`src/rtl/gcd_rr_scheduler.sv`:
```
// Round-robin front end that shares one Stein GCD engine among NREQ requesters.
// Each job restarts the engine through eng_rst_n and is guarded by a watchdog timer.
module gcd_rr_scheduler #(
    parameter int NREQ    = 4,
    parameter int USIZE   = 6,
    parameter int VSIZE   = 5,
    parameter int TIMEOUT = 63
) (
    input  logic                  clk,
    input  logic                  rst_n,
    input  logic [NREQ-1:0]       req,
    input  logic [NREQ*USIZE-1:0] u_in,
    input  logic [NREQ*VSIZE-1:0] v_in,
    output logic [NREQ-1:0]       ack,
    output logic [NREQ-1:0]       rsp_valid,
    output logic [USIZE-1:0]      rsp_gcd,
    output logic                  rsp_err,
    output logic                  busy,
    output logic                  eng_rst_n,
    output logic [USIZE-1:0]      eng_u,
    output logic [VSIZE-1:0]      eng_v,
    input  logic                  eng_done,
    input  logic [USIZE-1:0]      eng_gcd
);

    localparam int PW = $clog2(NREQ);
    localparam int TW = $clog2(TIMEOUT + 1);
    localparam logic [NREQ-1:0] ONE = NREQ'(1);

    typedef enum logic [1:0] {
        IDLE,
        ISSUE,
        WAIT,
        RESPOND
    } state_e;

    state_e              state_q, state_d;
    logic [PW-1:0]       ptr_q, ptr_d;
    logic [PW-1:0]       grant_q, grant_d;
    logic                zero_q, zero_d;
    logic [TW-1:0]       timer_q, timer_d;
    logic [NREQ-1:0]     ack_q, ack_d;
    logic [NREQ-1:0]     rsp_valid_q, rsp_valid_d;
    logic [USIZE-1:0]    rsp_gcd_q, rsp_gcd_d;
    logic                rsp_err_q, rsp_err_d;
    logic                busy_q, busy_d;
    logic                eng_rst_n_q, eng_rst_n_d;
    logic [USIZE-1:0]    eng_u_q, eng_u_d;
    logic [VSIZE-1:0]    eng_v_q, eng_v_d;

    logic [USIZE-1:0]    u_arr [NREQ];
    logic [VSIZE-1:0]    v_arr [NREQ];
    logic [PW-1:0]       cand;
    logic [PW-1:0]       grant_idx;
    logic                grant_any;
    logic [USIZE-1:0]    u_sel;
    logic [VSIZE-1:0]    v_sel;

    always_comb begin
        for (int i = 0; i < NREQ; i++) begin
            u_arr[i] = u_in[i*USIZE +: USIZE];
            v_arr[i] = v_in[i*VSIZE +: VSIZE];
        end
    end

    // NOTE: every variable written in always_comb gets a default first, so no path
    // can leave it unassigned and infer a latch.
    always_comb begin
        cand      = '0;
        grant_idx = '0;
        grant_any = 1'b0;
        // Scan from lowest to highest priority so the nearest request at or after ptr wins.
        for (int k = NREQ - 1; k >= 0; k--) begin
            cand = PW'((int'(ptr_q) + k) % NREQ);
            if (req[cand]) begin
                grant_idx = cand;
                grant_any = 1'b1;
            end
        end
    end

    assign u_sel = u_arr[grant_idx];
    assign v_sel = v_arr[grant_idx];

    always_comb begin
        state_d     = state_q;
        ptr_d       = ptr_q;
        grant_d     = grant_q;
        zero_d      = zero_q;
        timer_d     = timer_q;
        ack_d       = '0;
        rsp_valid_d = '0;
        rsp_gcd_d   = rsp_gcd_q;
        rsp_err_d   = rsp_err_q;
        eng_u_d     = eng_u_q;
        eng_v_d     = eng_v_q;

        case (state_q)
            IDLE: begin
                if (grant_any) begin
                    grant_d = grant_idx;
                    eng_u_d = u_sel;
                    eng_v_d = v_sel;
                    zero_d  = (u_sel == '0) && (v_sel == '0);
                    ack_d   = ONE << grant_idx;
                    state_d = ISSUE;
                end
            end
            ISSUE: begin
                timer_d = '0;
                // A 0/0 job never releases the engine; it is answered with an error here.
                if (zero_q) begin
                    rsp_valid_d = ONE << grant_q;
                    rsp_gcd_d   = '0;
                    rsp_err_d   = 1'b1;
                    state_d     = RESPOND;
                end else begin
                    state_d = WAIT;
                end
            end
            WAIT: begin
                timer_d = timer_q + TW'(1);
                if (eng_done) begin
                    rsp_valid_d = ONE << grant_q;
                    rsp_gcd_d   = eng_gcd;
                    rsp_err_d   = 1'b0;
                    state_d     = RESPOND;
                end else if (timer_q == TW'(TIMEOUT)) begin
                    rsp_valid_d = ONE << grant_q;
                    rsp_gcd_d   = '0;
                    rsp_err_d   = 1'b1;
                    state_d     = RESPOND;
                end
            end
            RESPOND: begin
                ptr_d   = (grant_q == PW'(NREQ - 1)) ? '0 : grant_q + PW'(1);
                state_d = IDLE;
            end
            default: state_d = IDLE;
        endcase

        busy_d      = (state_d != IDLE);
        eng_rst_n_d = (state_d == WAIT);
    end

    // NOTE: sequential state uses non-blocking assignments so every flop samples the
    // pre-edge values; all control and output flops are reset, so the engine is parked
    // the instant rst_n falls.
    always_ff @(posedge clk or negedge rst_n) begin
        if (!rst_n) begin
            state_q     <= IDLE;
            ptr_q       <= '0;
            grant_q     <= '0;
            zero_q      <= 1'b0;
            timer_q     <= '0;
            ack_q       <= '0;
            rsp_valid_q <= '0;
            rsp_gcd_q   <= '0;
            rsp_err_q   <= 1'b0;
            busy_q      <= 1'b0;
            eng_rst_n_q <= 1'b0;
            eng_u_q     <= '0;
            eng_v_q     <= '0;
        end else begin
            state_q     <= state_d;
            ptr_q       <= ptr_d;
            grant_q     <= grant_d;
            zero_q      <= zero_d;
            timer_q     <= timer_d;
            ack_q       <= ack_d;
            rsp_valid_q <= rsp_valid_d;
            rsp_gcd_q   <= rsp_gcd_d;
            rsp_err_q   <= rsp_err_d;
            busy_q      <= busy_d;
            eng_rst_n_q <= eng_rst_n_d;
            eng_u_q     <= eng_u_d;
            eng_v_q     <= eng_v_d;
        end
    end

    assign ack       = ack_q;
    assign rsp_valid = rsp_valid_q;
    assign rsp_gcd   = rsp_gcd_q;
    assign rsp_err   = rsp_err_q;
    assign busy      = busy_q;
    assign eng_rst_n = eng_rst_n_q;
    assign eng_u     = eng_u_q;
    assign eng_v     = eng_v_q;

endmodule

```
`config.mk`:
```
export PLATFORM = sky130hd
export DESIGN_NAME = gcd_rr_scheduler
export DESIGN_NICKNAME = d
export VERILOG_FILES = /design/src/rtl/gcd_rr_scheduler.sv
export SDC_FILE = /design/constraint.sdc
export NUM_CORES = 1
export LEC_CHECK = 0
export BUFFER_PORTS_ARGS = -buffer_cell sky130_fd_sc_hd__buf_2
export CAP_MARGIN = 25
export CORE_MARGIN = 2
export CORE_UTILIZATION = 53
export DETAILED_ROUTE_END_ITERATION = 12
export PLACE_DENSITY = 0.85
export RECOVER_POWER = 100
export SLEW_MARGIN = 40
export SYNTH_ARGS = -nofsm -noshare
export SYNTH_HDL_FRONTEND = slang
export SYNTH_SLANG_ARGS = --single-unit
```
`constraint.sdc`:
```
create_clock -name clk -period 5.93 [get_ports clk]
set_input_delay 0.8895 -clock clk [delete_from_list [all_inputs] [get_ports clk]]
set_output_delay 0.8895 -clock clk [all_outputs]
set_load 0.02 [all_outputs]
```
==> metrics.txt, run 1 <==
Area growth syn-to-layout 21.52%; # rows 23; relative slew slack -40.08%; htree depth 2; Req. time, crit path between 6 and 7 ns; reg2reg path depth 7; Crit path top cell by count nand2_1; outcome finished with violations; Worst Hold Class flip-flop to flip-flop; first-pass GRT wire length 8907 um; starting DRC count in detailed routing 162; Post-Syn Area 2256 um2; CTS tree yes; Antenna Violating Nets Remaining 0; Die H 69.24 um; Critical R2R Launch ptr_q[1]; # clock sinks 41; CTS buffer count 5; WHS 0.4871 ns; vias per std cell approximately 6; count of final hold-check violations 0; Critical Path Stages 8; Total GRT Usage 23.12%; # IOs 85; Leak Pwr between 1 and 1.5 nW; CP cell instances clkbuf_1 > mux2i_1 > a2bb2oi_1 > nand2_1 > a211oi_1 > a31o_1 > nand2_1 > o41ai_1; Syn Inst Count between 200 and 250; Worst Hold Depth 2; pre-CTS WS between 2 and 3 ns; period utilization 58.58%; antenna violations before repair 0; Layout Nets 370; commonest non-fill, non-tap cell in the layout buf_2; Pre-antenna DRT Iters 4; failing checks max-capacitance violations, max-slew violations; CP max stage delay 1.08 ns; CTS root buf clkbuf_8; Via Count 2,078; setup TNS 0 ns; Syn Nets 292; Worst-Margin Slew 2.101 ns; Synth top area share 45.48%; vias in the first global route slightly below 2,000; RSZ-0062 raised after global routing no; Worst VDD drop roughly 240 uV; post-CTS sizing 0; Post-synth EDFFs 0; worst setup path class primary input to flip-flop; Clk Latency, worst-skew pair around 0.30 ns; Seq/Total Area, Yosys 45.48%; largest net degree at the start of global routing 42; Bufs and invs on worst path 1; Crit path arrival time 3.66 ns; Clock Skew 0.006669 ns; max-cap violations 1; PD cells 473.6 nW/um2; most frequent cells in the layout 54 x buf_2, 41 x dfrtp_1, 30 x clkbuf_1; final setup vio count 0; top cell type by total area after synthesis dfrtp_1; Tmin final 3.474 ns; # DRC 0; R2R Setup Slk about 2.7 ns; max-slew violations 42; top_reg_cell synth dfrtp_1; Setup Fix Bufs, Post-CTS 0; # hold bufs at CTS 0; top cells by area, synth dfrtp_1 45%, o21ai_0 5.5%, ha_1 5.0%; Post-synth ARST share 100.0%; ant diodes 0; Clock transition at path regs 0.08 ns; Worst Setup EP zero_q; dpl hpwl 3927 um; crit path from req[3]; die area 4794 um2; reg-to-reg endpoint zero_q; Max Freq 287.9 MHz; total gr overflow 0; Synthesis Warnings 0; setup slack after layout 2.456 ns; routed len/inst 15.25 um; clk buf depth 2; Post-DP Area around 2700 um2; CP max-delay cell a2bb2oi_1; Critical Path Source Type primary input; Core Area 4058 um2; Routability Congestion 0.8255; Storage cell area 1026 um2; design area 2741 um2; final wirelength 5414 um; post-synthesis cell type count 41; Port Buf Inserts 84; Synth Area per Inst roughly 10 um2; die width 69.24 um; share of cells above drive strength 1 approximately a quarter; Power, Total approximately 0.0013 W; Initial Utilization 55.60%; crit-path max FO 19; Crit. End Element flip-flop; Synth Register Bits 41; CP delay by family, top compound AO/OA/AOI/OAI gates; filler instances 332; Multi-input gate area 1109 um2
final cells by class:
| class | count | area share, % |
|---|---|---|
| Clock buffer | 6 | 3.012 |
| Clock inverter | 2 | 1.369 |
| Inverter | 11 | 1.506 |
| Multi-Input combinational cell | 161 | 40.44 |
| Sequential cell | 41 | 37.43 |
| Tap cell | 50 | 2.282 |
| Timing Repair Buffer | 84 | 13.97 |
state kept, by name (all words and copies together), names as in the netlist:
name	count
rsp_err	1
rsp_valid	4
state_q	2
rsp_gcd	6
grant_q	2
eng_u	6
timer_q	6
eng_v	5
busy	1
ptr_q	2
eng_rst_n	1
zero_q	1
ack	4
synthesized netlist by cell type, types with 4 or more instances:
library cell  count
a21oi_1           5
a22o_1            6
a311oi_1          8
a32oi_1           8
and3_1            8
buf_2             5
clkbuf_1          6
dfrtp_1          41
ha_1              9
inv_1            11
mux2_2           10
nand2_1          24
nand3_1          13
nor2_1            9
nor3_1            4
o21ai_0          25
cells by family (layout without fill, tap and decap cells):
family | after synthesis | count (layout) | share of synthesized area, %
AOI/OAI and AO/OA | 68 | 68 | 21.91
xor gates and xnor gates | 1 | 1 | 0.3883
adders and majority gates | 9 | 9 | 4.992
buffers and inverters | 24 | 103 | 4.936
DFF | 41 | 41 | 45.48
muxes | 13 | 13 | 6.378
and+or+nand+nor | 70 | 70 | 15.92
how the worst min path moves through the flow:
stage / start / endpoint / slack, ns
finish: eng_u[5] / eng_u[5] / 0.49
detailed placement: eng_u[5] / eng_u[5] / 0.47
CTS: eng_u[5] / eng_u[5] / 0.49
floorplan: zero_q / zero_q / 0.46
global placement: eng_u[5] / eng_u[5] / 0.47
global route: rsp_gcd[4] / rsp_gcd[4] / 0.53
through the flow:
stage | util (%) | std cells
CTS | 68.79 | 355
finish | 67.56 | 355
global placement | 65.77 | 347
floorplan | - | 226
detailed placement | 65.83 | 347
global route | 67.56 | 355
layer usage:
metal | vias up | track usage [%] | share of wire, %
met3 | 9 | 6.105 | 8.4
met1 | 968 | 29.93 | 43
li1 | 989 | - | -
met4 | 0 | 9.150 | 1.8
met5 | - | 0 | 0
met2 | 112 | 37.07 | 47
worst reg2reg max path: cells and delay by family, from the launching register on:
kind,cells,cell delay [ns]
AO/OA/AOI/OAI,4,1.87
flip-flops,1,0.47
multiplexers,1,0.19
AND/OR/NAND/NOR,2,0.57
report_power, final:
part | total (W) | switching, W | internal (W) | leakage, nW
registers | 0.000437 | 0.0000657 | 0.000371 | 0.526
logic | 0.000627 | 0.000403 | 0.000223 | 0.673
clock network | 0.000235 | 0.0000982 | 0.000137 | 0.0574
total | 0.00130 | 0.000567 | 0.000731 | 1.26
No activity file was read; power rests on OpenSTA's default activity.
==> run 2, diff against run 1 <==
Settings changed: ABC_AREA set to 1, CORE_UTILIZATION 53 to 50, PLACE_DENSITY 0.85 to 0.8.
Clock period 5.93 ns to 3.35 ns, I/O delays scaled along.
==> run 2 against run 1 <==
- combinational power grew to 3.0 times the previous value
- via count is 12% higher
- critical path depth is 9 higher
- global-route usage is 1.4 points lower
- cell area is 4.3% higher
- the flow still finishes with violations (max-capacitance violations, max-slew violations)
- register-to-register slack worse by 2.0 ns
- sequential power is 84% higher
- clock-buffer cell count stayed put
- synthesized cell count is 37% higher
- synthesized area is 5.4% higher
- non-clock buffer count stayed put
- wire length is 3.9% higher
- largest power group unchanged
==> metrics.txt, run 2 <==
CTS tree yes; Clock transition at path regs 0.08 ns; Worst VDD drop 531.8 uV; Post-synth EDFFs 0; period utilization around four fifths; setup TNS 0 ns; Synth Area in Simple Gates between 30% and 40%; top cells by area, synth dfrtp_1 43%, nand2_1 13%, nand3_1 11%; max-cap violations 1; die width about 73 um; Seq/Total Area, Yosys 43.14%; vias in the first global route approximately 2,100; Crit. End Element flip-flop; Clk Latency, worst-skew pair between 0.2 and 0.3 ns; clk buf depth 2; Multi-input gate area between 1000 and 1500 um2; first-pass GRT wire length 9156 um; Storage cell area 1026 um2; failing checks max-capacitance violations, max-slew violations; Initial Utilization approximately half; Leak Pwr 1.515 nW; RSZ-0062 raised after global routing no; share of cells above drive strength 1 18.93%; Via Count 2,323; # rows 25; Synth Register Bits between 40 and 50; most frequent cells in the layout 84 x nand2_1, 55 x buf_2, 53 x nand3_1; top cell type by total area after synthesis dfrtp_1; most common cell in the netlist nand2_1; Bufs and invs on worst path 2; Antenna Violating Nets Remaining 0; largest family of logic cells by synthesized area simple AND/OR/NAND/NOR gates; CP max-delay cell dfrtp_1; # hold bufs at CTS 0; Syn Nets between 300 and 400; Worst-Margin Slew about 2.1 ns; relative slew slack -41.94%; top_reg_cell synth dfrtp_1; routed len/inst ~13 um; # DRC 0; Total GRT Usage 21.73%; Clock Skew about 0.003 ns; CTS root buf clkbuf_8; final wirelength 5627 um; Synth Area per Inst 7.673 um2; max-slew violations 42; synth cell count leaders 81 x nand2_1, 53 x nand3_1, 41 x dfrtp_1; worst setup path class flip-flop to flip-flop; post-synthesis cell type count 26; XOR/XNOR Fraction of Synth Area 0%; CP cell instances inv_1 > nand2_1 > nand2_1 > nand2_1 > nand2_1 > inv_1 > nand2_2 > nand2_1 > nand2_2 > nand2_4 > nand2_1 > nand3_1 > nand2_1 > nand2_1 > nor2_1 > nand3_1 > nand2_1; Adder-Cell Fraction of Synth Area 4.734%; dpl cells around 440; Synth top area share 43.14%; dpl hpwl 4179 um; count of final hold-check violations 0; post-CTS sizing 0; Syn Inst Count 310; Setup Fix Bufs, Post-CTS 0; PD cells 1079 nW/um2; Worst Hold Class primary input to flip-flop; Compound-Gate Fraction of Synth Area 9.784%; die area 5325 um2; Routability Congestion 0.9064; crit-path max FO 25; Max Freq 377.4 MHz; final setup vio count 0; Post-synth ARST share 100.0%; Die H 72.97 um; Pre-antenna DRT Iters 4; Tmin final about 2.6 ns; post-synthesis mux area share 0%; Core Area 4661 um2; starting DRC count in detailed routing 98; Critical Path Source Type flip-flop; Post-DP Area 2788 um2; Post-Syn Area 2379 um2; commonest non-fill, non-tap cell in the layout nand2_1; CTS buffer count 5; # clock sinks 41; Crit path arrival time 2.88 ns; CP delay by family, top simple AND/OR/NAND/NOR gates; Power, Total 0.003086 W; largest net degree at the start of global routing 42; # IOs 85; design area 2859 um2; Port Buf Inserts 84; ant diodes 0; antenna violations before repair 0; CP max stage delay 0.45 ns; htree depth 2; Req. time, crit path 3.58 ns; filler instances 435; vias per std cell about 5.2; WHS 0.4361 ns; Crit path top cell by count nand2_1; Synthesis Warnings 0; Area growth syn-to-layout 20.20%; Final Non-Filler Cells 445; total gr overflow 0; outcome finished with violations; Layout Nets 456
## run 2: final timing paths
| path | startpoint | endpoint | slack [ns] | cells past startpoint |
|---|---|---|---|---|
| setup / recovery | ptr_q[0] | zero_q | 0.70 | 17 |
| max in group asynchronous | rst_n | rsp_gcd[2] | 1.32 | 1 |
| hold / removal | eng_gcd[4] | rsp_gcd[4] | 0.44 | 2 |
| hold reg to reg | eng_u[4] | eng_u[4] | 0.49 | 2 |
| min in group asynchronous | rst_n | rsp_valid[0] | 0.83 | 1 |
| setup reg to reg | ptr_q[0] | zero_q | 0.70 | 17 |
## run 2: logic make-up (layout without fill, tap and decap cells)
kind of cell	after synthesis	count (layout)
simple gates	178	178
buf+inv	45	126
flops	41	41
compound gates	37	37
fa+ha+maj	9	9
## run 2: report_power, final
part	internal, W	switching, W	total, W
logic	0.000550	0.00132	0.00187
clock network	0.000242	0.000172	0.000414
registers	0.000687	0.000115	0.000802
total	0.00148	0.00161	0.00309
## run 2: layer usage
layer  track usage, %  wire length [um]  vias up
li1                 -                 -     1164
met1            28.05              2507     1042
met2            36.46              2616      104
met3            4.006               399       13
met4            7.819               104        0
met5                0                 0        -
## run 2: final cells by class
class / count / area share, %
clock buffers: 6 / 2.888
repair buffers: 84 / 13.44
flip-flops and latches: 41 / 35.89
multi-input cells: 224 / 39.65
well taps: 54 / 2.363
clock inverters: 2 / 1.313
inverters: 34 / 4.464
## run 2: stage by stage
| step | utilization (%) | setup slack, ns |
|---|---|---|
| 2_1_floorplan | - | 1.531 |
| 3_3_place_gp | 59.76 | 0.9996 |
| 3_5_place_dp | 59.81 | 0.9218 |
| 4_1_cts | 62.39 | 0.9412 |
| 5_1_grt | 61.34 | 0.3687 |
| 6_report | 61.34 | 0.7001 |
==> run 3, diff against run 2 <==
Settings changed: ABC_AREA 1 to 0, CORE_UTILIZATION 50 to 44, PLACE_DENSITY 0.8 to 0.76.
Clock period 3.35 ns to 2.26 ns, I/O delays scaled along.
==> run 3 against run 2 <==
- the flow now finishes without violations
- first-iteration DRC count is 78% higher
- fmax is 20% higher
- utilization is 2.0 points lower
- via count is 8.0% lower
- setup slack worse by 0.65 ns
==> metrics.txt, run 3 (same netlist as run 1, synthesis figures left out) <==
outcome finished clean; PD cells 1236 nW/um2; setup TNS 0 ns; Switching Share between 40% and 50%; Reg power frac between 30 and 40%; die width between 70 and 80 um; max-cap violations 0; antenna violations before repair 0; Pre-antenna DRT Iters 4; worst setup path class flip-flop to flip-flop; Via Count 2,138; pre-CTS WS -0.1565 ns; htree depth 2; Crit. End Element flip-flop; first-pass GRT wire length between 8000 and 9000 um; ant diodes 0; final setup vio count 0; Clock Skew 0.01034 ns; dpl cells 376; final wirelength about 5900 um; WHS 0.2457 ns; largest net degree at the start of global routing 24; Initial Utilization 44.74%; Max Freq 452.4 MHz; most frequent cells in the layout 55 x buf_2, 39 x dfrtp_1, 31 x clkbuf_1; max-slew violations 0; Worst VDD drop 615.0 uV; Critical Path Source Type flip-flop; setup slack after layout 0.04939 ns; CTS root buf clkbuf_8; # clock sinks ~40; Port Buf Inserts between 80 and 90; CTS tree yes; clock power share 16.6%; share of cells above drive strength 1 32.72%; Total GRT Usage 19.07%; Worst Hold Class primary input to async pin; relative slew slack 24.35%; total gr overflow 0; CP cell instances mux2i_4 > a2bb2oi_4 > a311oi_1 > a32oi_1 > nor4_2 > nand2_1 > o41ai_2; commonest non-fill, non-tap cell in the layout buf_2; die area 5716 um2; Routability Congestion 0.9164; Pint 0.002115 W; vias per std cell about 5.4; Core Area 5042 um2; switching power around 0.0016 W; period utilization 97.81%; Leak Pwr 1.360 nW; # rows 26; CP max stage delay 0.45 ns; Clk Latency, worst-skew pair 0.29 ns; # DRC 0; Comb pwr share between 50% and 60%; Clock transition at path regs ~0.08 ns; # IOs 85; CTS buffer count 5; dpl hpwl between 3000 and 4000 um; Req. time, crit path 2.46 ns; Die H 75.61 um; vias in the first global route 1,873; CP max-delay cell dfrtp_2; Worst-Margin Slew between 1 and 1.5 ns; Antenna Violating Nets Remaining 0; routed len/inst 14.93 um; Power, Total 0.003699 W; Final Non-Filler Cells slightly below 400; CP delay by family, top compound AO/OA/AOI/OAI gates; Area growth syn-to-layout 32.61%; starting DRC count in detailed routing 174; Layout Nets 389; clk buf depth 2; Bufs and invs on worst path 0; crit-path max FO 7; count of final hold-check violations 0; Crit path arrival time 2.41 ns; Tmin final 2.211 ns
run 3: cell types whose count changed in the layout (fill, tap and decap cells not counted), moves of 3 or more:
cell,delta
nand3_1,-40
and3_1,+8
a211oi_1,+3
a21oi_1,-7
mux2_2,+10
inv_1,-23
nand2_1,-60
a32oi_1,+8
buf_4,+15
nor2_1,-12
nand2_2,-7
nor3_1,-3
a311oi_1,+6
o21ai_0,+12
run 3: final cells by class:
class | instances | area [um2]
Fill cell | 448 | 2051
Multi-Input combinational cell | 162 | 1205
Sequential cell | 41 | 1028
Timing Repair Buffer | 102 | 509.2
Tap cell | 70 | 87.58
Clock buffer | 6 | 82.58
Inverter | 11 | 41.29
Clock inverter | 2 | 37.54
run 3: path summary, 6_finish.rpt:
path,to,slack (ns),cells past startpoint,startpoint
max,zero_q,0.05,7,ptr_q[1]
min,eng_v[3],0.25,1,rst_n
max reg2reg,zero_q,0.05,7,ptr_q[1]
min reg2reg,eng_v[4],0.50,2,eng_v[4]
max in group asynchronous,ack[1],0.88,2,rst_n
min in group clk,rsp_gcd[5],0.26,2,eng_gcd[5]
run 3: through the flow:
stage / area [um2] / utilization (%)
4_1_cts: 2887 / 57.25
3_3_place_gp: 2761 / 54.76
2_1_floorplan: 2256 / -
6_report: 2992 / 59.33
5_1_grt: 2992 / 59.33
3_5_place_dp: 2761 / 54.76
run 3: timing repair:
item,4_1_cts,5_1_grt
buffers inserted,0,9
pin swaps,0,2
cloned,0,1
setup endpoints to repair,2,2
resized for setup,2,11
hold buffers,0,0
run 3: power groups by stage:
stage,Sequential (W),Combinational [W],Clock [W]
after global routing,0.00119,0.00210,0.000647
after CTS,0.00113,0.00177,0.000624
after detailed placement,0.00115,0.00176,0
after floorplan,0.00135,0.00104,0
final,0.00115,0.00193,0.000613
after global placement,0.00114,0.00173,0
run 3: layer usage:
| metal | vias up | global-route usage [%] | routed length (um) |
|---|---|---|---|
| met5 | - | 0 | 0 |
| met4 | 0 | 5.263 | 123 |
| met3 | 16 | 3.571 | 406 |
| met2 | 108 | 30.92 | 2831 |
| met1 | 984 | 26.30 | 2521 |
| li1 | 1030 | - | - |
